<file path="config.mk">
export PLATFORM = sky130hd
export DESIGN_NAME = uartlite_rx_poller_flat
export DESIGN_NICKNAME = d
export VERILOG_FILES = /design/src/rtl/uartlite_rx_poller_if.sv /design/src/rtl/uartlite_rx_poller.sv /design/src/flat_wrapper.sv
export SDC_FILE = /design/constraint.sdc
export NUM_CORES = 1
export LEC_CHECK = 0
export BUFFER_PORTS_ARGS = -buffer_cell sky130_fd_sc_hd__clkbuf_2
export CAP_MARGIN = 15
export CORE_UTILIZATION = 41
export CTS_BUF_LIST = sky130_fd_sc_hd__clkbuf_2
export DETAILED_ROUTE_END_ITERATION = 8
export PLACE_DENSITY = 0.71
export SETUP_SLACK_MARGIN = 0.4
export SYNTH_ARGS = -nofsm -noshare
export SYNTH_HDL_FRONTEND = slang
export SYNTH_SLANG_ARGS = --single-unit
</file>
<file path="constraint.sdc">
create_clock -name clk -period 3.9 [get_ports clk]
set_clock_uncertainty 0.15 [all_clocks]
set_input_delay 0.78 -clock clk [delete_from_list [all_inputs] [get_ports clk]]
set_output_delay 0.78 -clock clk [all_outputs]
set_load 0.02 [all_outputs]
</file>
<file path="src/rtl/uartlite_rx_poller_if.sv">
// AXI4-Lite bus between the RX poller (master) and a Xilinx UART-Lite core (slave).
// Only the channels the poller actually uses are present; no prot/cache signals.
interface uartlite_rx_poller_if;
    logic [3:0]  awaddr;
    logic        awvalid;
    logic        awready;
    logic [31:0] wdata;
    logic [3:0]  wstrb;
    logic        wvalid;
    logic        wready;
    logic [1:0]  bresp;
    logic        bvalid;
    logic        bready;
    logic [3:0]  araddr;
    logic        arvalid;
    logic        arready;
    logic [31:0] rdata;
    logic [1:0]  rresp;
    logic        rvalid;
    logic        rready;

    modport master (
        output awaddr, awvalid, wdata, wstrb, wvalid, bready, araddr, arvalid, rready,
        input  awready, wready, bresp, bvalid, arready, rdata, rresp, rvalid
    );

    modport slave (
        input  awaddr, awvalid, wdata, wstrb, wvalid, bready, araddr, arvalid, rready,
        output awready, wready, bresp, bvalid, arready, rdata, rresp, rvalid
    );
endinterface

</file>
<file path="src/rtl/uartlite_rx_poller.sv">
// Polls a UART-Lite status register over AXI4-Lite and streams received bytes out.
// One AXI transaction in flight at a time; the RX FIFO is reset once after rst_n.
module uartlite_rx_poller #(
    parameter int unsigned POLL_INTERVAL = 16,
    parameter logic [7:0]  LAST_CHAR     = 8'h0A
) (
    input  logic                        clk,
    input  logic                        rst_n,
    uartlite_rx_poller_if.master        m_axi,
    output logic [7:0]                  out_data,
    output logic                        out_valid,
    input  logic                        out_ready,
    output logic                        eol_o,
    output logic [15:0]                 rx_count,
    output logic                        err_o
);

    typedef enum logic [2:0] {
        INIT_W,
        INIT_B,
        IDLE,
        STAT_AR,
        STAT_R,
        DATA_AR,
        DATA_R,
        OUT
    } state_t;

    localparam logic [15:0] POLL_RELOAD = 16'(POLL_INTERVAL - 1);
    localparam logic [3:0]  ADDR_RX     = 4'h0;
    localparam logic [3:0]  ADDR_STAT   = 4'h8;
    localparam logic [3:0]  ADDR_CTRL   = 4'hC;

    state_t      state;
    logic [15:0] poll_cnt;
    logic        init_issued;
    logic        rdata_unused;

    // Upper data bits carry nothing the poller needs.
    assign rdata_unused = ^m_axi.rdata[31:8];

    // Single registered FSM; every bus output is a flop, so valids never
    // depend combinationally on the slave's ready inputs.  The first cycle
    // after reset only raises the init write, which is why init_issued exists.
    always_ff @(posedge clk or negedge rst_n) begin
        if (!rst_n) begin
            state          <= INIT_W;
            init_issued    <= 1'b0;
            poll_cnt       <= '0;
            m_axi.awaddr   <= '0;
            m_axi.awvalid  <= 1'b0;
            m_axi.wdata    <= '0;
            m_axi.wstrb    <= '0;
            m_axi.wvalid   <= 1'b0;
            m_axi.bready   <= 1'b0;
            m_axi.araddr   <= '0;
            m_axi.arvalid  <= 1'b0;
            m_axi.rready   <= 1'b0;
            out_data       <= '0;
            out_valid      <= 1'b0;
            rx_count       <= '0;
            eol_o          <= 1'b0;
            err_o          <= 1'b0;
        end else begin
            eol_o <= 1'b0;
            case (state)
                INIT_W: begin
                    if (!init_issued) begin
                        init_issued   <= 1'b1;
                        m_axi.awaddr  <= ADDR_CTRL;
                        m_axi.wdata   <= 32'h0000_0002;
                        m_axi.wstrb   <= 4'hF;
                        m_axi.awvalid <= 1'b1;
                        m_axi.wvalid  <= 1'b1;
                    end else begin
                        if (m_axi.awready) m_axi.awvalid <= 1'b0;
                        if (m_axi.wready)  m_axi.wvalid  <= 1'b0;
                        if ((!m_axi.awvalid || m_axi.awready) &&
                            (!m_axi.wvalid  || m_axi.wready)) begin
                            m_axi.bready <= 1'b1;
                            state        <= INIT_B;
                        end
                    end
                end
                INIT_B: begin
                    if (m_axi.bvalid) begin
                        m_axi.bready <= 1'b0;
                        if (m_axi.bresp != 2'b00) err_o <= 1'b1;
                        poll_cnt <= POLL_RELOAD;
                        state    <= IDLE;
                    end
                end
                IDLE: begin
                    if (poll_cnt == 16'd0) begin
                        m_axi.araddr  <= ADDR_STAT;
                        m_axi.arvalid <= 1'b1;
                        state         <= STAT_AR;
                    end else begin
                        poll_cnt <= poll_cnt - 16'd1;
                    end
                end
                STAT_AR: begin
                    if (m_axi.arready) begin
                        m_axi.arvalid <= 1'b0;
                        m_axi.rready  <= 1'b1;
                        state         <= STAT_R;
                    end
                end
                STAT_R: begin
                    if (m_axi.rvalid) begin
                        m_axi.rready <= 1'b0;
                        if (m_axi.rresp != 2'b00) begin
                            err_o    <= 1'b1;
                            poll_cnt <= POLL_RELOAD;
                            state    <= IDLE;
                        end else if (m_axi.rdata[0]) begin
                            m_axi.araddr  <= ADDR_RX;
                            m_axi.arvalid <= 1'b1;
                            state         <= DATA_AR;
                        end else begin
                            poll_cnt <= POLL_RELOAD;
                            state    <= IDLE;
                        end
                    end
                end
                DATA_AR: begin
                    if (m_axi.arready) begin
                        m_axi.arvalid <= 1'b0;
                        m_axi.rready  <= 1'b1;
                        state         <= DATA_R;
                    end
                end
                DATA_R: begin
                    if (m_axi.rvalid) begin
                        m_axi.rready <= 1'b0;
                        if (m_axi.rresp != 2'b00) begin
                            err_o    <= 1'b1;
                            poll_cnt <= POLL_RELOAD;
                            state    <= IDLE;
                        end else begin
                            out_data  <= m_axi.rdata[7:0];
                            out_valid <= 1'b1;
                            state     <= OUT;
                        end
                    end
                end
                OUT: begin
                    // Drain the FIFO back-to-back: re-poll status immediately.
                    if (out_ready) begin
                        out_valid     <= 1'b0;
                        rx_count      <= rx_count + 16'd1;
                        eol_o         <= (out_data == LAST_CHAR);
                        m_axi.araddr  <= ADDR_STAT;
                        m_axi.arvalid <= 1'b1;
                        state         <= STAT_AR;
                    end
                end
            endcase
        end
    end

endmodule

</file>
<file path="src/flat_wrapper.sv">
// flat-port wrapper written by rule: the top's interface ports become plain ports
module uartlite_rx_poller_flat 
#(
    parameter int unsigned POLL_INTERVAL = 16,
    parameter logic [7:0]  LAST_CHAR     = 8'h0A
)
  (clk, rst_n, out_data, out_valid, out_ready, eol_o, rx_count, err_o, m_axi_awaddr, m_axi_awvalid, m_axi_wdata, m_axi_wstrb, m_axi_wvalid, m_axi_bready, m_axi_araddr, m_axi_arvalid, m_axi_rready, m_axi_awready, m_axi_wready, m_axi_bresp, m_axi_bvalid, m_axi_arready, m_axi_rdata, m_axi_rresp, m_axi_rvalid);
  uartlite_rx_poller_if m_axi_i ();
  input  logic clk;
  input  logic rst_n;
  output logic [7:0] out_data;
  output logic out_valid;
  input  logic out_ready;
  output logic eol_o;
  output logic [15:0] rx_count;
  output logic err_o;
  output wire logic [$bits(m_axi_i.awaddr)-1:0] m_axi_awaddr;
  output wire logic [$bits(m_axi_i.awvalid)-1:0] m_axi_awvalid;
  output wire logic [$bits(m_axi_i.wdata)-1:0] m_axi_wdata;
  output wire logic [$bits(m_axi_i.wstrb)-1:0] m_axi_wstrb;
  output wire logic [$bits(m_axi_i.wvalid)-1:0] m_axi_wvalid;
  output wire logic [$bits(m_axi_i.bready)-1:0] m_axi_bready;
  output wire logic [$bits(m_axi_i.araddr)-1:0] m_axi_araddr;
  output wire logic [$bits(m_axi_i.arvalid)-1:0] m_axi_arvalid;
  output wire logic [$bits(m_axi_i.rready)-1:0] m_axi_rready;
  input wire logic [$bits(m_axi_i.awready)-1:0] m_axi_awready;
  input wire logic [$bits(m_axi_i.wready)-1:0] m_axi_wready;
  input wire logic [$bits(m_axi_i.bresp)-1:0] m_axi_bresp;
  input wire logic [$bits(m_axi_i.bvalid)-1:0] m_axi_bvalid;
  input wire logic [$bits(m_axi_i.arready)-1:0] m_axi_arready;
  input wire logic [$bits(m_axi_i.rdata)-1:0] m_axi_rdata;
  input wire logic [$bits(m_axi_i.rresp)-1:0] m_axi_rresp;
  input wire logic [$bits(m_axi_i.rvalid)-1:0] m_axi_rvalid;
  assign m_axi_awaddr = m_axi_i.awaddr;
  assign m_axi_awvalid = m_axi_i.awvalid;
  assign m_axi_wdata = m_axi_i.wdata;
  assign m_axi_wstrb = m_axi_i.wstrb;
  assign m_axi_wvalid = m_axi_i.wvalid;
  assign m_axi_bready = m_axi_i.bready;
  assign m_axi_araddr = m_axi_i.araddr;
  assign m_axi_arvalid = m_axi_i.arvalid;
  assign m_axi_rready = m_axi_i.rready;
  assign m_axi_i.awready = m_axi_awready;
  assign m_axi_i.wready = m_axi_wready;
  assign m_axi_i.bresp = m_axi_bresp;
  assign m_axi_i.bvalid = m_axi_bvalid;
  assign m_axi_i.arready = m_axi_arready;
  assign m_axi_i.rdata = m_axi_rdata;
  assign m_axi_i.rresp = m_axi_rresp;
  assign m_axi_i.rvalid = m_axi_rvalid;
  uartlite_rx_poller #(.POLL_INTERVAL(POLL_INTERVAL), .LAST_CHAR(LAST_CHAR)) u_core (.clk(clk), .rst_n(rst_n), .m_axi(m_axi_i), .out_data(out_data), .out_valid(out_valid), .out_ready(out_ready), .eol_o(eol_o), .rx_count(rx_count), .err_o(err_o));
endmodule
</file>
# Word-level counts from Yosys, hierarchy flattened
# Cells that the tools add are included.
classes:
  n_addsub: 2
  multipliers: 0
  div: 0
  order_cmp: 0
  n_eq_ne: 29
  n_shift: 0
  mux: 56
  n_bitwise: 2
  reduce_logical: 31
ops:
  columns: ["cell", "count"]
  rows:
  - ["two-way mux 16 bit", 7]
  - ["case mux 16 bit (4 select lines)", 1]
  - ["two-way mux 3 bit", 12]
  - ["two-way mux 1 bit", 24]
  - ["inequality test 2 bit (second input constant)", 12]
  - ["case mux 3 bit (8 select lines)", 1]
  - ["two-way mux 4 bit", 5]
  - ["adder 16 x 1 -> 16 bit (second input constant)", 1]
  - ["zero test 16 bit", 1]
  - ["inequality test 2 x 1 -> 1 bit (second input constant)", 8]
  - ["subtractor 16 x 1 -> 16 bit (second input constant)", 1]
  - ["AND reduction 7 bit", 2]
  - ["equality test 3 bit (second input constant)", 4]
  - ["case mux 4 bit (3 select lines)", 1]
  - ["nonzero test 2 bit", 6]
  - ["AND reduction 9 bit", 1]
  - ["equality test 8 x 4 -> 1 bit (second input constant)", 1]
  - ["case mux 1 bit (2 select lines)", 4]
  - ["AND reduction 2 bit", 4]
  - ["AND reduction 4 bit", 2]
  - ["nonzero test 4 bit", 2]
  - ["equality test 3 x 2 -> 1 bit (second input constant)", 2]
  - ["AND reduction 3 bit", 2]
  - ["AND reduction 6 bit", 1]
  - ["11 further kinds", 15]
totals:
  reg_bits: 59
  latchBits: 0
  mem_bits_rw: 0
  rom_bits: 0
  inputBits: 44
  output_inout_bits: 76
  elab_cells: 137
  mem_count: 0

# Depth between registers and ports, before layout
# Gate-level depths: netlist (run 1).
depth:
  word_depth: 6
  mapped_depth: 8

# Worst setup path after synthesis (run 1)
# No wires, ideal clock.
synth_path:
  kind: "register to register"
  startpoint: "reg u_core.poll_cnt[5]"
  endpoint: "reg u_core.poll_cnt[13]"
  setup_time_ps: 77
  arrival_time_ps: 2287
  setup_slack_ps: 1385
  stages_incl_launch_ff: 6
  path_buffers: 0
  synth_period_minus_slack_ps: 2515
  cell_sequence: "dfrtp_1 or4_1 or3_4 or4_4 or4_1 a21oi_1"
synth_via:
  elab_chain_len: 3
  elab_cells_between_ends: 6
  classes_between: "add/sub: 1; eq/ne: 1; mux: 2; reduce/logical: 2"
synth_rtl:
  columns: ["item", "line_no", "source"]
  rows:
  - ["start: declaration", "uartlite_rx_poller.sv:35", "logic [15:0] poll_cnt;"]
  - ["start signal: assignment", "uartlite_rx_poller.sv:99", "poll_cnt <= poll_cnt - 16'd1;"]
  - ["subtractor 16 x 1 -> 16 bit or zero test 16 bit (tied branches)", "uartlite_rx_poller.sv:99, uartlite_rx_poller.sv:94", null]
  - ["two-way mux 16 bit or inequality test 2 bit (tied branches)", null, null]
  - ["case mux 16 bit (4 select lines) or AND reduction 7 bit (tied branches)", null, null]
# Parallel ways exist; a longest one is shown, timed or not. The select of a mux whose other input is x is not followed.
# A chain may end at the register's enable or synchronous reset.

# Worst setup path after layout (run 1)
# Ends and elaborated chain as after synthesis.

==> run_results.csv, run 1 <==
group,metric,value,unit
synth,yosysWarnings,0,
synth,synth_edf_count,0,
worst_setup_path,worstSetupEndpointType,"register",
detailed_routing,viasPerCell,5.00,
power,p_sw,840,uW
clocking,holdBufCountCts,0,
grt,grt_pass1_vias,2053,
floorplan,die_height,87.7,microns
clocking,cts_max_path_buffers,2,
grt,grt_max_degree,29,
worst_setup_path,path_max_fanout,5,
power,switching_share,44.2,%
floorplan,die_area,7700,sq um
clocking,cts_buffers,5,
worst_setup_path,critical_path.startpoint_type,"register",
grt,groute.usage.overall,14.9,%
timing,final-setup-viol-count,0,
final_layout,design.final.nets,401,
timing,rsz0062_at_grt,"no",
synth,avgSynthCellArea,9.85,sq um
floorplan,rows,30,
worst_setup_path,critPathKind,"reg2reg",
synth,yosysTopAreaCellShare,44.9,%
timing,worst_pin_slew,688,ps
timing,maxSlewHeadroom,54.1,%
status,run_status,"finished clean",
synth,ys_ff_latch,54,
synth,netlist_instances,306,
detailed_routing,drc_errors,0,
power,sequentialPowerShare,45.4,%
power,leakagePower,0.00160,uW
synth,synth_cell_types,54,
floorplan,ios,120,
power,power.share.clock,11.6,%
timing,hold_viol_final,0,
grt,grt_pass1_wl,9180,microns
placement,pre_cts_slack,1260,ps
final_layout,area_delta_synth_final,7.60,%
timing,period_needed,2630,ps
detailed_routing,wl_per_cell,12.0,microns
floorplan,fp.coreArea,6940,sq um
synth,seq_area_frac_synth,44.9,%
placement,hpwl,4060,microns
final_layout,drive_gt1_share,27.2,%
detailed_routing,vias,2262,
clocking,cts.repair.resized,0,
synth,yosysTopAreaCell,"dfrtp_1",
timing,slew_viol_final,0,
synth,syn_area,3010,sq um
worst_setup_path,crit_required,4140,ps
detailed_routing,drt-initial-drc-count,157,
clocking,clkTransAtPathRegs,270,ps
detailed_routing,ant_nets,0,
timing,fin_crit_sh,67.3,%
timing,setup_tns,0,ps
detailed_routing,routed_wl,5420,microns
clocking,cts.sinks,54,
synth,async_flop_share,100,%
worst_setup_path,ff2ff_setup_slack,1270,ps
placement,place_congestion,0.782,
timing,whs,170,ps
clocking,cts_root_buf,"clkbuf_2",
power,combPwrFrac,43.0,%
detailed_routing,drtPass1Iterations,4,
placement,post_dp_cell_area,3200,sq um
hold_path,hold_path.class,"in2async",
clocking,cts-htree-levels,2,
floorplan,start_util,43.4,%
clocking,clkLatencyLatePin,440,ps
timing,fin_ws,1270,ps
flow_run,drv_cap,0,
power,power,1900,uW
worst_setup_path,cp.arrival,2870,ps
final_layout,diodes,0,
grt,grt_overflow,0,
placement,io_buffers,59,
power,internal_power,1060,uW
grt,antenna_found_initial,0,
synth,synth_ff_type,"dfrtp_1",
synth,synth_area_leaders,"dfrtp_1, buf_4, mux2_2",
final_layout,design_area,3240,sq um
timing,clock.fmax,381,MHz
clocking,post_cts_buffers,0,
clocking,tritoncts,"built",
power,p_per_area,586,nW/um^2
power,peakVddDrop,0.395,mV
floorplan,die_w,87.7,microns
-- routing by layer --
layer | vias to the layer above | routed length, microns | GRT usage, %
met5 | - | 0 | 0
met4 | 0 | 66 | 3.87
met3 | 9 | 253 | 3.20
met2 | 75 | 2600 | 24.9
met1 | 1067 | 2500 | 19.7
li1 | 1111 | - | -
-- through the flow --
stage / std cells / utilization, %
final: 452 / 46.7
after global placement: 444 / 46.1
after floorplan: 341 / -
after CTS: 452 / 46.7
after global routing: 452 / 46.7
after detailed placement: 444 / 46.1
-- critical path, cell delays in order (launching register included) --
cell	delay, ps
dfrtp_1	460
or4_1	540
or3_4	380
or4_4	520
or4_1	410
a21oi_1	140
-- flip-flops by register name (all words and copies together), names as in the netlist --
signal                cells
u_core.poll_cnt          16
u_core.rx_count          16
u_core.out_data           8
u_core.state              3
u_core.eol_o              1
u_core.err_o              1
u_core.init_issued        1
u_core.m_axi.araddr       1
u_core.m_axi.arvalid      1
u_core.m_axi.awaddr       1
u_core.m_axi.awvalid      1
u_core.m_axi.bready       1
u_core.m_axi.rready       1
u_core.m_axi.wvalid       1
u_core.out_valid          1
-- synthesized netlist by cell type (3+ instances only) --
cell type / count
nor3_1: 6
xor2_1: 8
a21oi_1: 15
xnor2_1: 10
nand2_1: 21
mux2_2: 10
or2_2: 9
o31ai_1: 7
or3_1: 3
nand3_1: 16
nor4_1: 6
clkbuf_1: 9
inv_1: 6
dfrtp_1: 54
a21o_1: 3
and3_1: 5
o21ai_0: 9
buf_4: 42
nor2_1: 15
or3_2: 3
or4_1: 8
-- placed cells by master (no fill, tap or decap), drive strengths merged, types with 2 or more instances in the layout --
| master | instances |
|---|---|
| nand2b | 2 |
| nor3b | 2 |
| nor4 | 6 |
| conb | 36 |
| o211ai | 2 |
| mux2i | 2 |
| nor3 | 6 |
| clkinv | 2 |
| buf | 2 |
| and4 | 2 |
| ha | 2 |
| mux2 | 10 |
| nand2 | 21 |
| nor2 | 15 |
| xnor2 | 10 |
| nand3 | 16 |
| dfrtp | 54 |
| a31o | 2 |
| clkbuf | 65 |
| a21o | 3 |
| a21oi | 15 |
| a32o | 2 |
| or3 | 7 |
| xor2 | 8 |
| o31ai | 7 |
| and3 | 5 |
| or4 | 10 |
| or2 | 9 |
| o21ai | 9 |
| inv | 6 |
-- final timing paths --
path                                           from                  end  depth (start not counted)
worst max-delay path             u_core.poll_cnt[5]  u_core.poll_cnt[13]                          5
max in group asynchronous                     rst_n  u_core.rx_count[13]                          2
worst min-delay path                          rst_n   u_core.out_data[7]                          1
min in group clk                u_core.rx_count[15]  u_core.rx_count[15]                          1
worst min register to register  u_core.rx_count[15]  u_core.rx_count[15]                          1
worst max register to register   u_core.poll_cnt[5]  u_core.poll_cnt[13]                          5
-- cell type report --
type / instances / area, sq um
multi-input cells: 227 / 1390
fillers: 677 / 3700
clock inverters: 2 / 13.8
flip-flops and latches: 54 / 1350
clock buffers: 6 / 30.0
well taps: 96 / 120
inverters: 6 / 22.5
repair buffers: 61 / 310
-- logic make-up after synthesis --
| kind of cell | after synthesis | synth area share, % |
|---|---|---|
| xor+xnor | 18 | 5.23 |
| buf+inv | 60 | 13.2 |
| other cells | 1 | 0.124 |
| flops | 54 | 44.9 |
| simple gates | 108 | 20.1 |
| compound gates | 50 | 10.9 |
| mux | 12 | 4.40 |
| fa+ha+maj | 3 | 1.16 |
-- power by group through the flow --
stage | sequential (uW) | clock (uW) | combinational, uW
after detailed placement | 876 | 0 | 823
after global routing | 892 | 256 | 900
after CTS | 864 | 237 | 825
final | 863 | 221 | 817
after floorplan | 912 | 0 | 618
after global placement | 866 | 0 | 810
(Power assumes the default switching activity.)
==> run 2, diff against run 1 <==
Settings changed: ABC_AREA set to 1, PLACE_DENSITY 0.71 to 0.73.
Clock period 3.9 ns to 2.2 ns, I/O delays scaled along.
==> run_results.csv, run 2 <==
group,metric,value,unit
status,run_status,"finished clean",
clocking,tritoncts,"built",
final_layout,drive_gt1_share,25.0,%
floorplan,ios,120,
final_layout,final_cell_count_no_fill,635,
floorplan,die_w,92.1,microns
worst_setup_path,critPathKind,"reg2out",
synth,synth_area_leaders,"dfrtp_1, nand2_1, buf_4",
grt,grt_overflow,0,
final_layout,multi_input_area,1700,sq um
synth,async_flop_share,100,%
power,leakagePower,0.00217,uW
clocking,cts.sinks,54,
floorplan,die_area,8490,sq um
final_layout,final_cell_mix,"nand2_1, clkbuf_2, nor2_1, dfrtp_1, inv_1",
timing,whs,18.9,ps
placement,place_congestion,0.848,
power,peakVddDrop,0.406,mV
detailed_routing,viasPerCell,4.70,
synth,netlist_instances,448,
synth,synth_ff_type,"dfrtp_1",
worst_setup_path,crit_required,1610,ps
timing,hold_viol_final,0,
synth,yosys-top-cells-count,"nand2_1, nor2_1, dfrtp_1, buf_4, inv_1",
floorplan,start_util,42.7,%
timing,final-setup-viol-count,0,
worst_setup_path,critPathMaxStageDelay,550,ps
clocking,cts_root_buf,"clkbuf_2",
clocking,cts_buffers,5,
grt,grt_pass1_wl,11500,microns
timing,fin_crit_sh,80.8,%
worst_setup_path,critPathSlowestCell,"dfrtp_2",
clocking,clkTransAtPathRegs,310,ps
floorplan,rows,32,
worst_setup_path,r2r-start,"u_core.state[1]",
worst_setup_path,crit_chain,"buf_4",
worst_setup_path,r2r_end,"u_core.poll_cnt[5]",
detailed_routing,routed_wl,7090,microns
worst_setup_path,path_max_fanout,8,
final_layout,area_delta_synth_final,20.8,%
final_layout,nFillCells,759,
timing,clock.fmax,563,MHz
clocking,clkLatencyLatePin,470,ps
timing,period_needed,1780,ps
synth,ys_ff_latch,54,
placement,pre_cts_slack,337,ps
worst_setup_path,r2r_cells,8,
synth,yosysTopAreaCell,"dfrtp_1",
synth,synth_cell_types,31,
detailed_routing,wl_per_cell,11.2,microns
synth,yosysWarnings,0,
hold_path,worstHoldStart,"m_axi_rdata[4]",
synth,synth_edf_count,0,
timing,rsz0062_at_grt,"yes",
synth,syn_area,3330,sq um
hold_path,hold_end,"u_core.out_data[4]",
clocking,cts_max_path_buffers,2,
hold_path,hold_depth,3,
worst_setup_path,ff2ff_setup_slack,440,ps
synth,avgSynthCellArea,7.43,sq um
detailed_routing,vias,2984,
final_layout,largest_registers,"u_core.poll_cnt (16), u_core.rx_count (16), u_core.out_data (8)",
power,power,4160,uW
detailed_routing,ant_nets,0,
grt,antenna_found_initial,0,
worst_setup_path,critPathTopFamily,"flip-flops",
clocking,cts-htree-levels,2,
detailed_routing,drc_errors,0,
final_layout,seq_area,1360,sq um
timing,setup_tns,0,ps
grt,grt_max_degree,55,
floorplan,die_height,92.1,microns
grt,groute.usage.overall,16.5,%
detailed_routing,drt-initial-drc-count,153,
placement,io_buffers,59,
timing,slew_viol_final,0,
synth,yosysTopAreaCellShare,40.6,%
grt,grt_pass1_vias,2675,
final_layout,design.final.nets,577,
timing,fin_ws,422,ps
worst_setup_path,cp_num_buf_inv,1,
flow_run,drv_cap,0,
synth,seq_area_frac_synth,40.6,%
hold_path,hold_path.class,"in2reg",
placement,dp.cells,600,
detailed_routing,drtPass1Iterations,4,
worst_setup_path,worstSetupEndpointType,"output pin",
final_layout,mostFrequentLayoutCell,"nand2_1",
synth,yosysMostFrequentCell,"nand2_1",
worst_setup_path,cp.arrival,1190,ps
floorplan,fp.coreArea,7810,sq um
placement,hpwl,4770,microns
worst_setup_path,cp-startpoint,"u_core.m_axi.awaddr[2]",
worst_setup_path,critical_path.startpoint_type,"register",
power,p_per_area,1030,nW/um^2
-- run 2: cell types whose count changed in the layout (fill, tap and decap cells not counted), moves of 7 or more --
cell	change
or2_2	-8
buf_6	+7
buf_4	+15
o31ai_1	-7
inv_1	+35
mux2_2	-10
a21oi_1	-10
clkbuf_2	-8
nand3_4	+8
nor2_1	+36
dlygate4sd3_1	+7
or4_1	-8
nand2_1	+109
nand3_1	+17
-- run 2: final cells by class --
| class | count | share of cell area, % |
|---|---|---|
| Multi-Input combinational cell | 336 | 42.1 |
| Sequential cell | 54 | 33.7 |
| Clock inverter | 3 | 1.21 |
| Clock buffer | 5 | 0.622 |
| Timing Repair Buffer | 85 | 14.3 |
| Inverter | 49 | 4.70 |
| Tap cell | 102 | 3.17 |
| Antenna cell | 1 | 0.0622 |
-- run 2: how the worst max path moves through the flow --
stage | to | slack [ps] | depth (start not counted)
6_report | m_axi_wdata[1] | 420 | 1
5_1_grt | u_core.poll_cnt[7] | 320 | 9
4_1_cts | u_core.poll_cnt[8] | 410 | 9
3_5_place_dp | u_core.poll_cnt[4] | 340 | 9
3_3_place_gp | u_core.poll_cnt[8] | 350 | 9
2_1_floorplan | u_core.m_axi.araddr[3] | 490 | 9
-- run 2: power by group --
group	leakage [uW]	total [uW]	internal, uW	switching, uW
Clock	0.0000411	545	199	345
Combinational	0.00147	2210	791	1420
Sequential	0.000663	1410	1220	184
-- run 2: cells by family (layout without fill, tap and decap cells) --
| family | count (synthesis) | after routing | share of synthesized area, % |
|---|---|---|---|
| AO/OA/AOI/OAI | 33 | 33 | 5.49 |
| XOR/XNOR | 14 | 14 | 3.68 |
| adder cells (fa/ha/maj) | 2 | 2 | 0.751 |
| buffers and inverters | 97 | 142 | 16.4 |
| flip-flops | 54 | 54 | 40.6 |
| other | 1 | 37 | 0.113 |
| AND/OR/NAND/NOR | 247 | 251 | 33.0 |
-- run 2: metrics by stage --
| step | utilization [%] | instance area (sq um) |
|---|---|---|
| global placement | 45.7 | 3560 |
| global route | 51.5 | 4020 |
| detailed placement | 45.7 | 3560 |
| floorplan | - | 3460 |
| finish | 51.5 | 4020 |
| CTS | 48.2 | 3760 |
-- run 2: routing by layer --
layer / GRT usage (%) / part of all wire (%) / wire (microns) / vias to the layer above
li1: - / - / - / 1498
met4: 6.64 / 1.5 / 104 / 0
met1: 20.3 / 43 / 3040 / 1372
met3: 2.74 / 5.1 / 359 / 8
met5: 0 / 0 / 0 / -
met2: 28.7 / 51 / 3590 / 106
-- run 2: what timing repair did --
item / CTS / global route
hold buffers: 7 / 0
setup endpoints to repair: 29 / 38
endpoints found under the hold margin: 60 / 0
pin swaps: 1 / 5
gates resized for setup: 7 / 43
cloned: 2 / 2
setup buffers: 1 / 14
-- run 2: worst register-to-register path: stages, from the launching register on --
cell and delay, ps:
dfrtp_2 520, buf_4 150, o211ai_1 230, nand2_1 140, inv_4 120, buf_12 120, nand3_4 120, nand2_1 90
nand2_1 50
==> run 3, diff against run 2 <==
Settings changed: PLACE_DENSITY 0.73 to 0.7.
Clock period 2.2 ns to 1.8 ns, I/O delays scaled along.
==> run_results.csv, run 3 (synthesis gave the netlist of run 2 again) <==
group,metric,value,unit
status,run_status,"finished clean",
floorplan,rows,32,
worst_setup_path,crit_chain,"buf_4, buf_6, nor2_4, a21oi_4, nand3_4, clkbuf_16, nand2_1, nand2_1",
worst_setup_path,critPathMaxStageDelay,540,ps
power,combPwrFrac,62.2,%
power,power.share.clock,8.6,%
placement,post_dp_cell_area,3720,sq um
final_layout,design.final.nets,643,
detailed_routing,drc_errors,0,
worst_setup_path,path_max_fanout,6,
worst_setup_path,critPathTopFamily,"flip-flops",
worst_setup_path,critPathSlowestCell,"dfrtp_2",
final_layout,final_cell_mix,"nand2_1, buf_4, buf_6, dfrtp_1, nor2_1",
worst_setup_path,cp-startpoint,"u_core.state[2]",
floorplan,start_util,42.7,%
power,p_per_area,1220,nW/um^2
timing,whs,137,ps
clocking,cts_max_path_buffers,2,
timing,hold_viol_final,0,
clocking,clkTransAtPathRegs,280,ps
detailed_routing,viasPerCell,4.85,
worst_setup_path,r2r_end,"u_core.poll_cnt[4]",
detailed_routing,ant_nets,0,
floorplan,ios,120,
detailed_routing,routed_wl,9660,microns
worst_setup_path,cp.depth,8,
clocking,cts_root_buf,"clkbuf_2",
hold_path,hold_path.class,"in2reg",
placement,pre_cts_slack,70.1,ps
timing,fin_ws,84.9,ps
worst_setup_path,ff2ff_setup_slack,80,ps
final_layout,diodes,0,
final_layout,drive_gt1_share,42.5,%
power,peakVddDrop,0.551,mV
worst_setup_path,crit_required,2010,ps
grt,grt_pass1_vias,2888,
grt,grt_util_met1,23.0,%
clocking,cts.sinks,54,
power,p_sw,2770,uW
grt,grt_pass1_wl,12900,microns
timing,clock.fmax,583,MHz
power,leakagePower,0.00268,uW
timing,final-setup-viol-count,0,
grt,grt_use_met2,33.7,%
worst_setup_path,cp.arrival,1920,ps
timing,fin_crit_sh,95.3,%
worst_setup_path,worstSetupEndpointType,"register",
worst_setup_path,critical_path.startpoint_type,"register",
grt,groute.usage.overall,18.7,%
worst_setup_path,path_common_cell,"nand2_1",
final_layout,largest_registers,"u_core.poll_cnt (16), u_core.rx_count (16), u_core.out_data (8)",
worst_setup_path,r2r-start,"u_core.state[2]",
clocking,clkLatencyLatePin,460,ps
floorplan,die_area,8490,sq um
clocking,cts_buffers,5,
detailed_routing,drtPass1Iterations,5,
final_layout,mostFrequentLayoutCell,"nand2_1",
clocking,cts-htree-levels,2,
final_layout,nFillCells,589,
grt,grt_max_degree,55,
grt,busiest_layer,"met2",
timing,setup_tns,0,ps
power,internal_power,3390,uW
flow_run,drv_cap,0,
clocking,tritoncts,"built",
detailed_routing,drt-initial-drc-count,185,
timing,period_needed,1720,ps
worst_setup_path,cp_num_buf_inv,3,
grt,grt_util_met3,2.74,%
final_layout,area_delta_synth_final,51.8,%
worst_setup_path,critPathKind,"reg2reg",
placement,place_congestion,0.839,
floorplan,die_w,92.1,microns
final_layout,design_area,5060,sq um
timing,slew_viol_final,0,
detailed_routing,wl_per_cell,13.8,microns
floorplan,die_height,92.1,microns
placement,io_buffers,59,
grt,grt_overflow,0,
detailed_routing,vias,3397,
worst_setup_path,r2r_cells,8,
grt,antenna_found_initial,0,
floorplan,fp.coreArea,7810,sq um
power,switching_share,45.0,%
timing,rsz0062_at_grt,"yes",
power,sequentialPowerShare,29.2,%
worst_setup_path,critPathCapture,"u_core.poll_cnt[4]",
placement,hpwl,4910,microns
==> run 3: through the flow <==
stage	util, %	power [uW]	instances
2_1_floorplan	-	3570	483
3_3_place_gp	47.6	4160	603
3_5_place_dp	47.6	4210	603
4_1_cts	57.5	5370	678
5_1_grt	64.8	6510	700
6_report	64.8	6160	700
==> run 3: tightest hold or removal path: cells and delay by family <==
family	cells	cell delay [ps]
AND/OR/NAND/NOR	1	90
buffers and inverters	2	130
AO/OA/AOI/OAI	2	150
==> run 3: cell type report <==
type	count	area [sq um]	share of cell area (%)
timing repair buffer	154	1410	27.9
multi-input combinational	332	1890	37.3
timing repair inverter	1	7.51	0.148
tap	102	128	2.52
clock buffer	5	25.0	0.495
inverter	49	201	3.98
sequential	54	1370	27.0
clock inverter	3	28.8	0.569
==> run 3: power by group through the flow <==
stage	Combinational [uW]	Clock [uW]	Sequential, uW
floorplan	1620	0	1950
global placement	2360	0	1800
finish	3830	529	1790
CTS	3080	555	1730
global route	4090	604	1810
detailed placement	2400	0	1810
==> run 3: layer usage <==
| metal | up-vias | share of wire, % |
|---|---|---|
| met3 | 23 | 4.5 |
| met2 | 139 | 55 |
| met4 | 0 | 2.7 |
| met1 | 1623 | 38 |
| li1 | 1612 | - |
| met5 | - | 0 |
==> run 3: how the worst min path moves through the flow <==
stage                     cells past startpoint  slack [ps]          start                  end
after floorplan                               0         -90          rst_n         u_core.eol_o
after global placement                        2         240          rst_n  u_core.poll_cnt[15]
after detailed placement                      2         230          rst_n  u_core.poll_cnt[15]
after CTS                                     4          70   m_axi_rvalid  u_core.m_axi.rready
after global routing                          4         100   m_axi_rvalid   u_core.out_data[1]
final                                         5         140  m_axi_arready  u_core.m_axi.rready
==> run 3: repair_timing <==
action / in CTS / in global routing
resized for setup: 62 / 152
pin swaps: 20 / 15
buffers inserted: 55 / 21
endpoints found under the setup margin: 90 / 90
endpoints found under the hold margin: 64 / 0
hold buffers: 11 / 0
gates cloned: 1 / 1
